File: config.mk
export PLATFORM = sky130hd
export DESIGN_NAME = sha256_wsched_ctrl
export DESIGN_NICKNAME = d
export VERILOG_FILES = /design/src/rtl/sha256_wsched_pkg.sv /design/src/rtl/sha256_wsched_ctrl_wnext.sv /design/src/rtl/sha256_wsched_ctrl.sv
export SDC_FILE = /design/constraint.sdc
export NUM_CORES = 1
export LEC_CHECK = 0
export BUFFER_PORTS_ARGS = -buffer_cell sky130_fd_sc_hd__buf_2
export CAP_MARGIN = 15
export CORE_UTILIZATION = 40
export DETAILED_ROUTE_END_ITERATION = 10
export PLACE_DENSITY = 0.64
export REMOVE_ABC_BUFFERS = 1
export SLEW_MARGIN = 10
export SYNTH_ARGS = -nofsm -noshare
export SYNTH_HDL_FRONTEND = slang
export SYNTH_SLANG_ARGS = --single-unit
File: constraint.sdc
create_clock -name clk -period 6 [get_ports clk]
set_input_delay 0.6 -clock clk [delete_from_list [all_inputs] [get_ports clk]]
set_output_delay 0.6 -clock clk [all_outputs]
set_load 0.005 [all_outputs]
File: src/rtl/sha256_wsched_pkg.sv
// Shared types and sigma functions for the SHA-256 message-schedule sequencer.
package sha256_wsched_pkg;

    localparam int unsigned WORDW = 32;
    localparam int unsigned WIN   = 16;

    typedef enum logic [1:0] {
        StLoad,
        StExpand,
        StDrain
    } state_e;

    function automatic logic [WORDW-1:0] sigma0(input logic [WORDW-1:0] x);
        return {x[6:0], x[31:7]} ^ {x[17:0], x[31:18]} ^ (x >> 3);
    endfunction

    function automatic logic [WORDW-1:0] sigma1(input logic [WORDW-1:0] x);
        return {x[16:0], x[31:17]} ^ {x[18:0], x[31:19]} ^ (x >> 10);
    endfunction

endpackage

File: src/rtl/sha256_wsched_ctrl_wnext.sv
// Combinational expansion of the next schedule word from four window taps.
module sched_wnext
    import sha256_wsched_pkg::*;
(
    input  logic [WORDW-1:0] w0,
    input  logic [WORDW-1:0] w1,
    input  logic [WORDW-1:0] w9,
    input  logic [WORDW-1:0] w14,
    output logic [WORDW-1:0] wn
);

    assign wn = sigma1(w14) + w9 + sigma0(w1) + w0;

endmodule

File: src/rtl/sha256_wsched_ctrl.sv
// Message-schedule sequencer: loads 16 words, expands to ROUNDS words on a
// single registered valid/ready output entry.
module sha256_wsched_ctrl
    import sha256_wsched_pkg::*;
#(
    parameter int unsigned ROUNDS = 64,
    parameter int unsigned IDXW   = 6
) (
    input  logic             clk,
    input  logic             rst_,
    input  logic             flush,
    input  logic             in_valid,
    output logic             in_ready,
    input  logic [WORDW-1:0] in_word,
    output logic             out_valid,
    input  logic             out_ready,
    output logic [WORDW-1:0] out_word,
    output logic [IDXW-1:0]  out_idx,
    output logic             out_last,
    output logic             busy
);

    localparam logic [IDXW-1:0] LastIdx = IDXW'(ROUNDS - 1);
    localparam logic [IDXW-1:0] LoadEnd = IDXW'(WIN - 1);

    state_e            state_q, state_d;
    logic [IDXW-1:0]   t_q, t_d;
    logic [WORDW-1:0]  win_q [WIN];
    logic [WORDW-1:0]  win_d [WIN];
    logic              out_valid_q, out_valid_d;
    logic [WORDW-1:0]  out_word_q, out_word_d;
    logic [IDXW-1:0]   out_idx_q, out_idx_d;
    logic              out_last_q, out_last_d;

    logic              slot_free;
    logic              wr;
    logic [WORDW-1:0]  wr_word;
    logic [WORDW-1:0]  wn;

    sched_wnext u_wnext (
        .w0  (win_q[0]),
        .w1  (win_q[1]),
        .w9  (win_q[9]),
        .w14 (win_q[14]),
        .wn  (wn)
    );

    assign slot_free = !out_valid_q || out_ready;

    always_comb begin
        state_d     = state_q;
        t_d         = t_q;
        win_d       = win_q;
        out_valid_d = out_valid_q;
        out_word_d  = out_word_q;
        out_idx_d   = out_idx_q;
        out_last_d  = out_last_q;
        in_ready    = 1'b0;
        wr          = 1'b0;
        wr_word     = '0;

        // Entry consumed with nothing to replace it.
        if (out_ready) begin
            out_valid_d = 1'b0;
            out_last_d  = 1'b0;
        end

        unique case (state_q)
            StLoad: begin
                in_ready = slot_free && !flush;
                if (in_valid && in_ready) begin
                    wr      = 1'b1;
                    wr_word = in_word;
                    if (t_q == LoadEnd) begin
                        state_d = StExpand;
                    end
                end
            end
            StExpand: begin
                if (slot_free) begin
                    wr      = 1'b1;
                    wr_word = wn;
                    if (t_q == LastIdx) begin
                        state_d = StDrain;
                    end
                end
            end
            StDrain: begin
                if (out_valid_q && out_ready) begin
                    t_d     = '0;
                    state_d = StLoad;
                end
            end
            default: state_d = StLoad;
        endcase

        if (wr) begin
            for (int unsigned k = 0; k < WIN - 1; k++) begin
                win_d[k] = win_q[k+1];
            end
            win_d[WIN-1] = wr_word;
            out_valid_d  = 1'b1;
            out_word_d   = wr_word;
            out_idx_d    = t_q;
            out_last_d   = (t_q == LastIdx);
            // Parking t at 0 after the last word keeps it in range for ROUNDS == 2^IDXW.
            t_d          = (t_q == LastIdx) ? '0 : t_q + IDXW'(1);
        end

        if (flush) begin
            state_d     = StLoad;
            t_d         = '0;
            out_valid_d = 1'b0;
            out_last_d  = 1'b0;
            for (int unsigned k = 0; k < WIN; k++) begin
                win_d[k] = '0;
            end
        end
    end

    always_ff @(posedge clk or negedge rst_) begin
        if (!rst_) begin
            state_q     <= StLoad;
            t_q         <= '0;
            out_valid_q <= 1'b0;
            out_word_q  <= '0;
            out_idx_q   <= '0;
            out_last_q  <= 1'b0;
            for (int unsigned k = 0; k < WIN; k++) begin
                win_q[k] <= '0;
            end
        end else begin
            state_q     <= state_d;
            t_q         <= t_d;
            out_valid_q <= out_valid_d;
            out_word_q  <= out_word_d;
            out_idx_q   <= out_idx_d;
            out_last_q  <= out_last_d;
            win_q       <= win_d;
        end
    end

    assign out_valid = out_valid_q;
    assign out_word  = out_word_q;
    assign out_idx   = out_idx_q;
    assign out_last  = out_last_q;
    assign busy      = (state_q == StExpand) || ((state_q == StLoad) && (t_q != '0));

endmodule

==> summary.md, run 1 <==
| Metric | Value |
|---|---|
| Dpl hpwl | `42500 um` |
| Worst Reg-to-Reg Cells | `17` |
| Fmax | `222 MHz` |
| Pin count of the biggest net entering global routing | `202` |
| CP Data Required Time | `6500 ps` |
| H-tree depth | `2` |
| Simple-gate share of the synthesized area | `17.3%` |
| Worst-path cell chain | `xnor2_1 > xnor2_1 > fa_1 > inv_1 > fa_1 > inv_1 > ha_1 > inv_1 > fa_1 > nand2b_1 > a21oi_4 > o311ai_4 > a31oi_4 > a31oi_4 > or4_1 > o2111ai_1 > nor2_1` |
| Failing checks | `design-rule violations` |
| Drt initial violations | `2108` |
| Synth cell count leaders | `1063 x nand2_1, 560 x dfrtp_1, 524 x a21oi_1, 189 x clkbuf_1, 151 x inv_1` |
| First-pass GRT wire length | `107000 um` |
| Syn Inst Count | `3051` |
| ANT nets after route | `0` |
| RSZ-0062 raised after global routing | `false` |
| Die Area | `0.0681 mm^2` |
| Yosys warning count | `0` |
| Count leader, synth | `nand2_1` |
| Endpoint class of the critical path | `flop` |
| Critical Path Slowest Stage Cell | `or4_1` |
| Post_cts resized | `0` |
| Slew Limit Fails | `0` |
| Max Cap Viol | `0` |
| Cell area after synthesis | `0.0268 mm^2` |
| Initial antenna violation count | `1` |
| Final setup viols | `0` |
| Vias in the first global route | `19000` |
| Via count | `19900` |
| Avg Cell Area, Syn | `8.79 um^2` |
| Core area | `0.0661 mm^2` |
| Share of layout cells above drive strength 1 | `7.10%` |
| Clk_skew | `31.2 ps` |
| Worst Hold Class | `in2async` |
| XOR/XNOR Fraction of Synth Area | `4.60%` |
| Yosys top cell area share | `52.3%` |
| Peak VDD IR | `0.207 mV` |
| TNS Setup | `0 ps` |
| Dpl ws | `1530 ps` |
| CTS tree | `done` |
| Die width | `261 um` |
| DR pass1 iterations | `8` |
| Worst-Margin Slew | `1110 ps` |
| DRC viols | `4` |
| Final nets | `3100` |
| Initial core utilization | `40.6%` |
| Synth area leaders | `dfrtp_1 52%, nand2_1 15%, a21oi_1 9.8%` |
| Worst path arrival time | `5020 ps` |
| Leakage | `12.8 nW` |
| Internal reg-to-reg setup slack | `1490 ps` |
| Per-cell routed wire length | `17.0 um` |
| Placer Congestion | `0.915` |
| Status | `finished, violations left` |
| Row cnt | `94` |
| TritonCTS Buffers | `59` |
| Top Ports | `79` |
| Final Hold Fails | `0` |
| Register clock-pin slew on the reported worst setup and hold paths | `60 ps` |
| Max Buffers Root-to-Sink | `3` |
| Die Y | `261 um` |
| Worst Setup EP | `out_word[31]` |
| Synthesized flop and latch total | `560` |
| CTS sink cnt | `560` |
| Port-buffer cells | `78` |
| Total congestion overflow | `0` |
| Reg-to-Reg End | `out_word[31]` |
| GR Util All Layers | `19.8%` |
| Worst skew pair latency | `630 ps` |
| Max-slew headroom | `26.2%` |
| Area grow syn2layout | `10.4%` |
| Worst Path Class, Setup | `reg2reg` |
| Mux share of post-synthesis cell area | `0.0746%` |
| Worst setup slack after layout | `1490 ps` |
| PwrDens | `275 mW/mm^2` |
| Post CTS Setup Buffer Count | `0` |
| Biggest area consumer among synthesized cells | `dfrtp_1` |
| Max incr delay on CP | `530 ps` |
| Post-route clock period utilization | `75.2%` |
| Post-synthesis async set-or-reset flop share | `100%` |
| Final min period | `4510 ps` |
| Crit path launch type | `flop` |
| Distinct cells, synth | `67` |
| Post-synthesis adder-cell area fraction | `6.17%` |
| Top_reg_cell synth | `dfrtp_1` |
| Crit path max fanout | `5` |
| Largest family of logic cells by synthesized area | `simple AND/OR/NAND/NOR gates` |
| Post-synthesis compound-gate area fraction | `13.8%` |
| Via-to-Cell Ratio | `5.12` |
| R2r startpoint | `win_q[52]` |
| Hold WS | `76.9 ps` |
| Wirelength, routed | `66100 um` |
| Sequential share of the synthesized area | `52.3%` |
| Crit path launch | `win_q[52]` |
| Hold_buf cts | `0` |
| Post-synth EDFFs | `0` |
| CTS root buf | `clkbuf_16` |
[where the power goes]
group	internal, mW	leakage (nW)	switching, mW	total [mW]
registers	3.83	7.75	0.0463	3.88
clock network	2.23	1.00	1.53	3.76
logic	0.120	4.05	0.381	0.501
[cell families after synthesis]
family                   after synthesis
AND/OR/NAND/NOR                     1193
AO/OA/AOI/OAI                        668
flip-flops                           560
buffers and inverters                392
XOR/XNOR                             141
adder cells (fa/ha/maj)               95
multiplexers                           2
[metal layers]
metal / global-route usage (%) / part of all wire, % / vias up
met5: 0 / 0 / -
met4: 6.03 / 2.7 / 0
met3: 2.86 / 5.3 / 109
met2: 29.2 / 44 / 422
met1: 29.9 / 48 / 9768
li1: - / - / 9584
[sequential cells by signal, indices dropped and copies added (netlist names)]
register   count
out_last       1
t_q            6
out_idx        6
state_q        2
out_valid      1
out_word      32
win_q        512
[area by class of cell]
cell class / count / area [um^2]
inverter: 151 / 567
clock inverter: 22 / 229
clock buffer: 86 / 1790
sequential: 560 / 14000
timing repair buffer: 97 / 653
antenna: 1 / 2.50
fill: 6434 / 36500
tap: 864 / 1080
multi-input combinational: 2099 / 11300
[worst min-delay path by stage]
stage | slack [ps] | to | cells past startpoint
floorplan | 300 | out_idx[0] | 0
global placement | 450 | out_idx[3] | 2
detailed placement | 460 | out_idx[5] | 2
CTS | 80 | win_q[449] | 1
global route | 150 | win_q[356] | 1
finish | 80 | win_q[385] | 1
[critical path: cells and delay by family (launching register included)]
kind                       cells  cell delay (ps)
and+or+nand+nor                3              830
adders and majority gates      4             1440
xor gates and xnor gates       2              460
DFF                            1              460
AOI/OAI and AO/OA              5              970
buffers and inverters          3              230
[metrics by stage]
step                instance area, um^2  util, %  total power, mW  instances
floorplan                         25800        -             4.17       2810
global placement                  27600     41.7             4.46       3771
detailed placement                27600     41.7             4.45       3771
global route                      29600     44.8             8.44       3879
finish                            29600     44.8             8.14       3880
CTS                               29600     44.8             8.25       3879
[layout by cell type (no fill, tap or decap), types with 12 or more instances in the layout]
master and instances:
xnor2_1 122, nand3_1 18, fa_1 62, a21oi_1 524, clkinv_2 12, clkbuf_8 17
clkbuf_16 61, nor2_1 64, a31oi_1 12, nand2_1 1063, dfrtp_1 560, o21ai_0 43
ha_1 33, inv_1 151, xor2_1 19, buf_2 76
No activity file was read; power rests on OpenSTA's default activity.
==> inputs of run 2 (changes only) <==
clock period = 4.71 ns   (was 6 ns; I/O delays follow)
==> run 2 against run 1 <==
Against the previous run:
- via count is 1.5% higher
- the run still ends with design-rule violations left
- cell count is 0.57% higher
- total power is 28% higher
- die area stayed put
- first-iteration DRC count is 8.6% lower
- register-to-register slack worse by 1300 ps
- largest cell class unchanged
- worst setup slack worse by 1300 ps
==> summary.md, run 2 (same netlist as run 1, synthesis figures left out) <==
| Metric | Value |
|---|---|
| Status | `finished, violations left` |
| Failing checks | `design-rule violations` |
| Max incr delay on CP | `530 ps (about the same)` |
| Endpoint class of the critical path | `flop` |
| Most common cell after layout, fill and taps aside | `nand2_1` |
| Register clock-pin slew on the reported worst setup and hold paths | `60 ps (about the same)` |
| Reg power frac | `47.4% (-0.2 points)` |
| Placed Cells | `3795 (+0.64%)` |
| Worst-path cell chain | `xnor2_1 > xnor2_1 > fa_1 > inv_1 > fa_1 > inv_1 > ha_1 > inv_1 > fa_1 > nand2b_1 > a21oi_4 > o311ai_4 > a31oi_4 > a31oi_4 > or4_1 > o2111ai_1 > nor2_1` |
| TNS Setup | `0 ps (unchanged)` |
| Gate power share | `6.4% (+0.2 points)` |
| Worst skew pair latency | `620 ps (about the same)` |
| Top Ports | `79 (unchanged)` |
| Max reg flops | `512 (unchanged)` |
| Via count | `20200 (+1.5%)` |
| Final setup viols | `0 (unchanged)` |
| Initial core utilization | `40.6% (unchanged)` |
| Core area | `0.0661 mm^2 (unchanged)` |
| Crit path launch type | `flop` |
| Per-cell routed wire length | `17.2 um (+0.88%)` |
| Max Buffers Root-to-Sink | `3 (unchanged)` |
| Clk_skew | `27.2 ps (-3.95 ps)` |
| Fillcell total | `6493 (+0.92%)` |
| PwrDens | `349 mW/mm^2 (+27%)` |
| ANT nets after route | `0 (unchanged)` |
| Port-buffer cells | `78 (unchanged)` |
| Placer Congestion | `0.919 (+0.37%)` |
| Worst-Margin Slew | `1360 ps (+251 ps)` |
| Post-route clock period utilization | `95.7% (+21 points)` |
| Total congestion overflow | `0 (unchanged)` |
| CTS tree | `done` |
| Fin area | `0.0299 mm^2 (+0.92%)` |
| Leakage | `12.9 nW (+1.2%)` |
| Pin count of the biggest net entering global routing | `224 (+11%)` |
| Final nets | `3124 (+0.77%)` |
| Final min period | `4510 ps (-3.58 ps)` |
| Vias in the first global route | `18700 (-1.5%)` |
| Critical Path Slowest Stage Cell | `or4_1` |
| N_diodes | `0 (-1)` |
| Die Y | `261 um (unchanged)` |
| DR pass1 iterations | `8 (unchanged)` |
| CP Data Required Time | `5210 ps (-1290 ps)` |
| Final Hold Fails | `0 (unchanged)` |
| Delay-heaviest family, CP | `adder cells` |
| TritonCTS Buffers | `58 (-1.7%)` |
| Pint | `7.92 mW (+28%)` |
| Placed Area | `0.0278 mm^2 (+0.93%)` |
| Via-to-Cell Ratio | `5.17 (+0.93%)` |
| Top reg by flops | `win_q` |
| Worst path arrival time | `5010 ps (about the same)` |
| CTS sink cnt | `560 (unchanged)` |
| Commonest non-fill, non-tap cells in the layout | `1063 x nand2_1, 560 x dfrtp_1, 524 x a21oi_1` |
| Die Area | `0.0681 mm^2 (unchanged)` |
| Clock group share of total power | `46.2% (about the same)` |
| Slew Limit Fails | `0 (unchanged)` |
| Final std cells w/o fill | `3902 (+0.57%)` |
| Wirelength, routed | `67000 um (+1.5%)` |
| Max Cap Viol | `0 (unchanged)` |
| Die width | `261 um (unchanged)` |
| Area grow syn2layout | `11.4%` |
| Fmax | `222 MHz (about the same)` |
| Row cnt | `94 (unchanged)` |
| Switching Share | `24.0% (-0.060 points)` |
| Buf+Inv Stages, Crit Path | `3 (unchanged)` |
| H-tree depth | `2 (unchanged)` |
| Dpl hpwl | `44200 um (+4.1%)` |
| Max-slew headroom | `9.41% (-17 points)` |
| First-pass GRT wire length | `107000 um (-0.10%)` |
| Crit path max fanout | `5 (unchanged)` |
| DRC viols | `2 (-2)` |
| CTS root buf | `clkbuf_16` |
| RSZ-0062 raised after global routing | `false` |
| Drt initial violations | `1926 (-8.6%)` |
| GR Util All Layers | `19.9% (+0.086 points)` |
| Worst Path Class, Setup | `reg2reg` |
| Initial antenna violation count | `0 (-1)` |
| Psw | `2.50 mW (+28%)` |
| Peak VDD IR | `0.274 mV (+32%)` |
| Share of layout cells above drive strength 1 | `7.77% (+0.67 points)` |
| Worst Hold Class | `in2reg` |
run 2: cell types whose count changed in the layout (fill, tap and decap cells not counted), moves of 2 or more:
| cell | change |
|---|---|
| buf_4 | +18 |
| clkinv_4 | +2 |
| clkbuf_8 | -2 |
| buf_12 | +6 |
| clkinv_2 | -3 |
run 2: path summary, 6_finish.rpt:
kind / cells after the start / slack [ps] / endpoint / start
max in group asynchronous: 3 / 3030 / win_q[127] / rst_
max: 17 / 200 / out_word[31] / win_q[52]
min: 3 / 90 / out_word[14] / in_word[14]
max reg2reg: 17 / 200 / out_word[31] / win_q[52]
min reg2reg: 2 / 470 / out_word[0] / out_word[0]
min in group asynchronous: 2 / 450 / win_q[352] / rst_
run 2: power by group through the flow:
stage	combinational (mW)	sequential, mW	clock [mW]
2_1_floorplan	0.297	5.01	0
3_3_place_gp	0.674	5.03	0
3_5_place_dp	0.674	5.03	0
4_1_cts	0.678	4.94	4.92
5_1_grt	0.743	4.94	5.12
6_report	0.665	4.94	4.81
run 2: what timing repair did:
action,CTS,global route
buffers inserted,0,0
endpoints found under the setup margin,0,1
gates resized for setup,0,1
hold buffers,1,0
endpoints found under the hold margin,65,0
run 2: cell type report:
type                    count  area (um^2)  share of cell area, %
clock buffers              85         1770                   5.91
clock inverters            21          254                  0.850
well taps                 864         1080                   3.62
multi-input cells        2099        11300                   37.7
inverters                 151          567                   1.90
repair buffers            122          918                   3.07
flip-flops and latches    560        14000                   46.9
run 2: metal layers:
metal | GRT usage, % | vias to the layer above | part of all wire, %
met5 | 0 | - | 0
met4 | 7.75 | 0 | 3.5
met3 | 3.53 | 113 | 5.9
met2 | 28.1 | 461 | 43
met1 | 30.0 | 9972 | 47
li1 | - | 9636 | -
run 2: worst register-to-register path, stage by stage, from the launching register on:
cell and delay, ps:
dfrtp_1 440, xnor2_1 250, xnor2_1 200, fa_1 470, inv_1 90, fa_1 410
inv_1 70, ha_1 160, inv_1 60, fa_1 430, nand2b_1 230, a21oi_4 220
o311ai_4 150, a31oi_4 340, a31oi_4 140, or4_1 530, o2111ai_1 140, nor2_1 70
run 2: through the flow:
step                      worst slack (ps)  power, mW  hold WS (ps)  util, %
final                                  201       10.4          88.5     45.2
after global routing                  11.2       10.8          75.1     45.2
after global placement                 255       5.70           454     42.1
after CTS                              213       10.5          57.1     45.2
after floorplan                     -27140       5.31           175        -
after detailed placement               227       5.70           458     42.1
==> inputs of run 3 (changes only) <==
CORE_MARGIN = 1.5   (was unset)
PLACE_DENSITY = 0.55   (was 0.64)
==> run 3 against run 2 <==
Against the previous run:
- the run now ends clean
- global-route usage up 2.0 points
- sequential share of layout area down 0.19 points
- clock skew up 5.5 ps
- critical path depth unchanged
- non-clock buffer count up 7
- first-iteration DRC count up 0.73%
- fmax up 0.51%
- cell count up 0.26%
- register-to-register slack better by 20 ps
- utilization up 0.19 points
==> summary.md, run 3 (same netlist as run 1, synthesis figures left out) <==
| Metric | Value |
|---|---|
| Status | `finished, final reports clean` |
| Per-cell routed wire length | `18.7 um (+8.9%)` |
| Worst path arrival time | `4990 ps (-20 ps)` |
| Worst Path Class, Setup | `reg2reg` |
| Gate power share | `6.7% (+0.3 points)` |
| H-tree depth | `2 (unchanged)` |
| Commonest non-fill, non-tap cells in the layout | `1063 x nand2_1, 559 x dfrtp_1, 524 x a21oi_1` |
| Internal reg-to-reg setup slack | `220 ps (+20 ps)` |
| GR Util All Layers | `21.9% (+2.0 points)` |
| Top reg by flops | `win_q` |
| Core area | `0.0661 mm^2 (unchanged)` |
| Total congestion overflow | `0 (unchanged)` |
| Wirelength, routed | `73200 um (+9.1%)` |
| Share of layout cells above drive strength 1 | `8.07% (+0.30 points)` |
| Die Area | `0.0686 mm^2 (+0.77%)` |
| Hold WS | `69.1 ps (-19.4 ps)` |
| Top Ports | `79 (unchanged)` |
| Via-to-Cell Ratio | `5.21 (+0.74%)` |
| Placer Congestion | `0.909 (-1.1%)` |
| Max Buffers Root-to-Sink | `3 (unchanged)` |
| Most common cell after layout, fill and taps aside | `nand2_1` |
| Drt initial violations | `1940 (+0.73%)` |
| Leakage | `13.0 nW (+0.56%)` |
| Clk_skew | `32.7 ps (+5.46 ps)` |
| Post-route clock period utilization | `95.2% (-0.49 points)` |
| Max reg flops | `512 (unchanged)` |
| Worst-Margin Slew | `1040 ps (-323 ps)` |
| CTS tree | `done` |
| Psw | `2.54 mW (+1.6%)` |
| Row cnt | `94 (unchanged)` |
| Pint | `7.86 mW (-0.66%)` |
| Max Cap Viol | `0 (unchanged)` |
| CTS root buf | `clkbuf_16` |
| Initial antenna violation count | `0 (unchanged)` |
| Max-slew headroom | `30.9% (+22 points)` |
| Peak VDD IR | `0.279 mV (+2.0%)` |
| Vias in the first global route | `20200 (+8.0%)` |
| Port-buffer cells | `78 (unchanged)` |
| Reg area | `0.0140 mm^2 (about the same)` |
| PwrDens | `347 mW/mm^2 (-0.53%)` |
| Crit path launch type | `flop` |
| Fillcell total | `6527 (+0.52%)` |
| Worst setup slack after layout | `224 ps (+22.9 ps)` |
| Slew Limit Fails | `0 (unchanged)` |
| Pin count of the biggest net entering global routing | `211 (-5.8%)` |
| Fmax | `223 MHz (+0.51%)` |
| Via count | `20400 (+1.0%)` |
| DRC viols | `0 (-2)` |
| Final min period | `4490 ps (-22.9 ps)` |
| CP Data Required Time | `5220 ps (about the same)` |
| Area grow syn2layout | `11.8%` |
| ANT nets after route | `0 (unchanged)` |
| Dpl hpwl | `48800 um (+10%)` |
| Multi-input gate area | `0.0113 mm^2 (+0.14%)` |
| Worst skew pair latency | `640 ps (+20 ps)` |
| CTS sink cnt | `560 (unchanged)` |
| Clock group share of total power | `45.9% (-0.3 points)` |
| Reg power frac | `47.4% (about the same)` |
| Endpoint class of the critical path | `flop` |
| Final setup viols | `0 (unchanged)` |
| DR pass1 iterations | `7 (-1)` |
| Die width | `262 um (+0.38%)` |
| TritonCTS Buffers | `59 (+1.7%)` |
| Die Y | `262 um (+0.38%)` |
| Crit path max fanout | `5 (unchanged)` |
| N_diodes | `0 (unchanged)` |
| Worst Hold Class | `in2reg` |
| Dpl ws | `204 ps (-23.6 ps)` |
| Final Hold Fails | `0 (unchanged)` |
| Register clock-pin slew on the reported worst setup and hold paths | `70 ps (about the same)` |
| Initial core utilization | `40.6% (unchanged)` |
| Final nets | `3132 (+0.26%)` |
| First-pass GRT wire length | `117000 um (+9.8%)` |
| Switching Share | `24.4% (+0.41 points)` |
[run 3: cell types whose count changed in the layout (fill, tap and decap cells not counted), moves of 3 or more]
cell / previous run / this run
xnor2_2: 0 / 3
clkbuf_1: 9 / 13
xnor2_1: 122 / 119
clkinv_4: 4 / 1
buf_12: 14 / 20
[run 3: layout make-up]
type                    count  share of cell area, %
flip-flops and latches    560                   46.7
clock inverters            20                  0.759
well taps                 864                   3.60
inverters                 151                   1.89
multi-input cells        2099                   37.6
repair buffers            129                   3.49
clock buffers              89                   5.90
[run 3: critical path, stage by stage, from the launching register on]
cell and delay [ps]:
dfrtp_1 470, xnor2_2 190, xnor2_2 150, fa_1 510, inv_1 50, fa_1 430, inv_1 70, ha_1 160
inv_1 60, fa_1 430, nand2b_1 230, a21oi_4 230, o311ai_4 140, a31oi_4 360, a31oi_4 140, or4_1 520
o2111ai_1 140, nor2_1 80
[run 3: per-stage QoR]
stage          cell area (um^2)  TNS (ps)  power [mW]  utilization (%)  cells
6_report                  30000         0        10.4             45.4   3912
5_1_grt                   30000     -4.61        10.8             45.4   3912
4_1_cts                   30000         0        10.6             45.3   3910
3_5_place_dp              27900         0        5.72             42.3   3800
3_3_place_gp              27900         0        5.72             42.3   3800
2_1_floorplan             25800         -        5.31                -   2810
[run 3: power by group through the flow]
stage	Sequential (mW)	Combinational (mW)	Clock, mW
after global placement	5.02	0.700	0
after CTS	4.93	0.707	4.92
final	4.93	0.692	4.78
after floorplan	5.01	0.297	0
after detailed placement	5.02	0.704	0
after global routing	4.94	0.773	5.11
[run 3: final timing paths]
path / cells past startpoint / from / endpoint
min in group asynchronous: 2 / rst_ / win_q[320]
min: 3 / in_word[0] / out_word[0]
max: 17 / win_q[467] / out_word[31]
max in group asynchronous: 3 / rst_ / win_q[317]
min reg2reg: 2 / out_idx[4] / out_idx[4]
max reg2reg: 17 / win_q[467] / out_word[31]
[run 3: routing by layer]
metal	vias to the layer above	wire (um)	track usage [%]
met5	-	0	0
met4	0	1210	4.75
met3	75	3070	2.84
met2	367	34300	34.5
met1	10300	34600	32.1
li1	9655	-	-
[run 3: what timing repair did]
item | in CTS | in global routing
hold buffers | 1 | 0
setup buffers | 0 | 2
endpoints found under the setup margin | 0 | 2
endpoints found under the hold margin | 57 | 0
gates resized for setup | 0 | 4
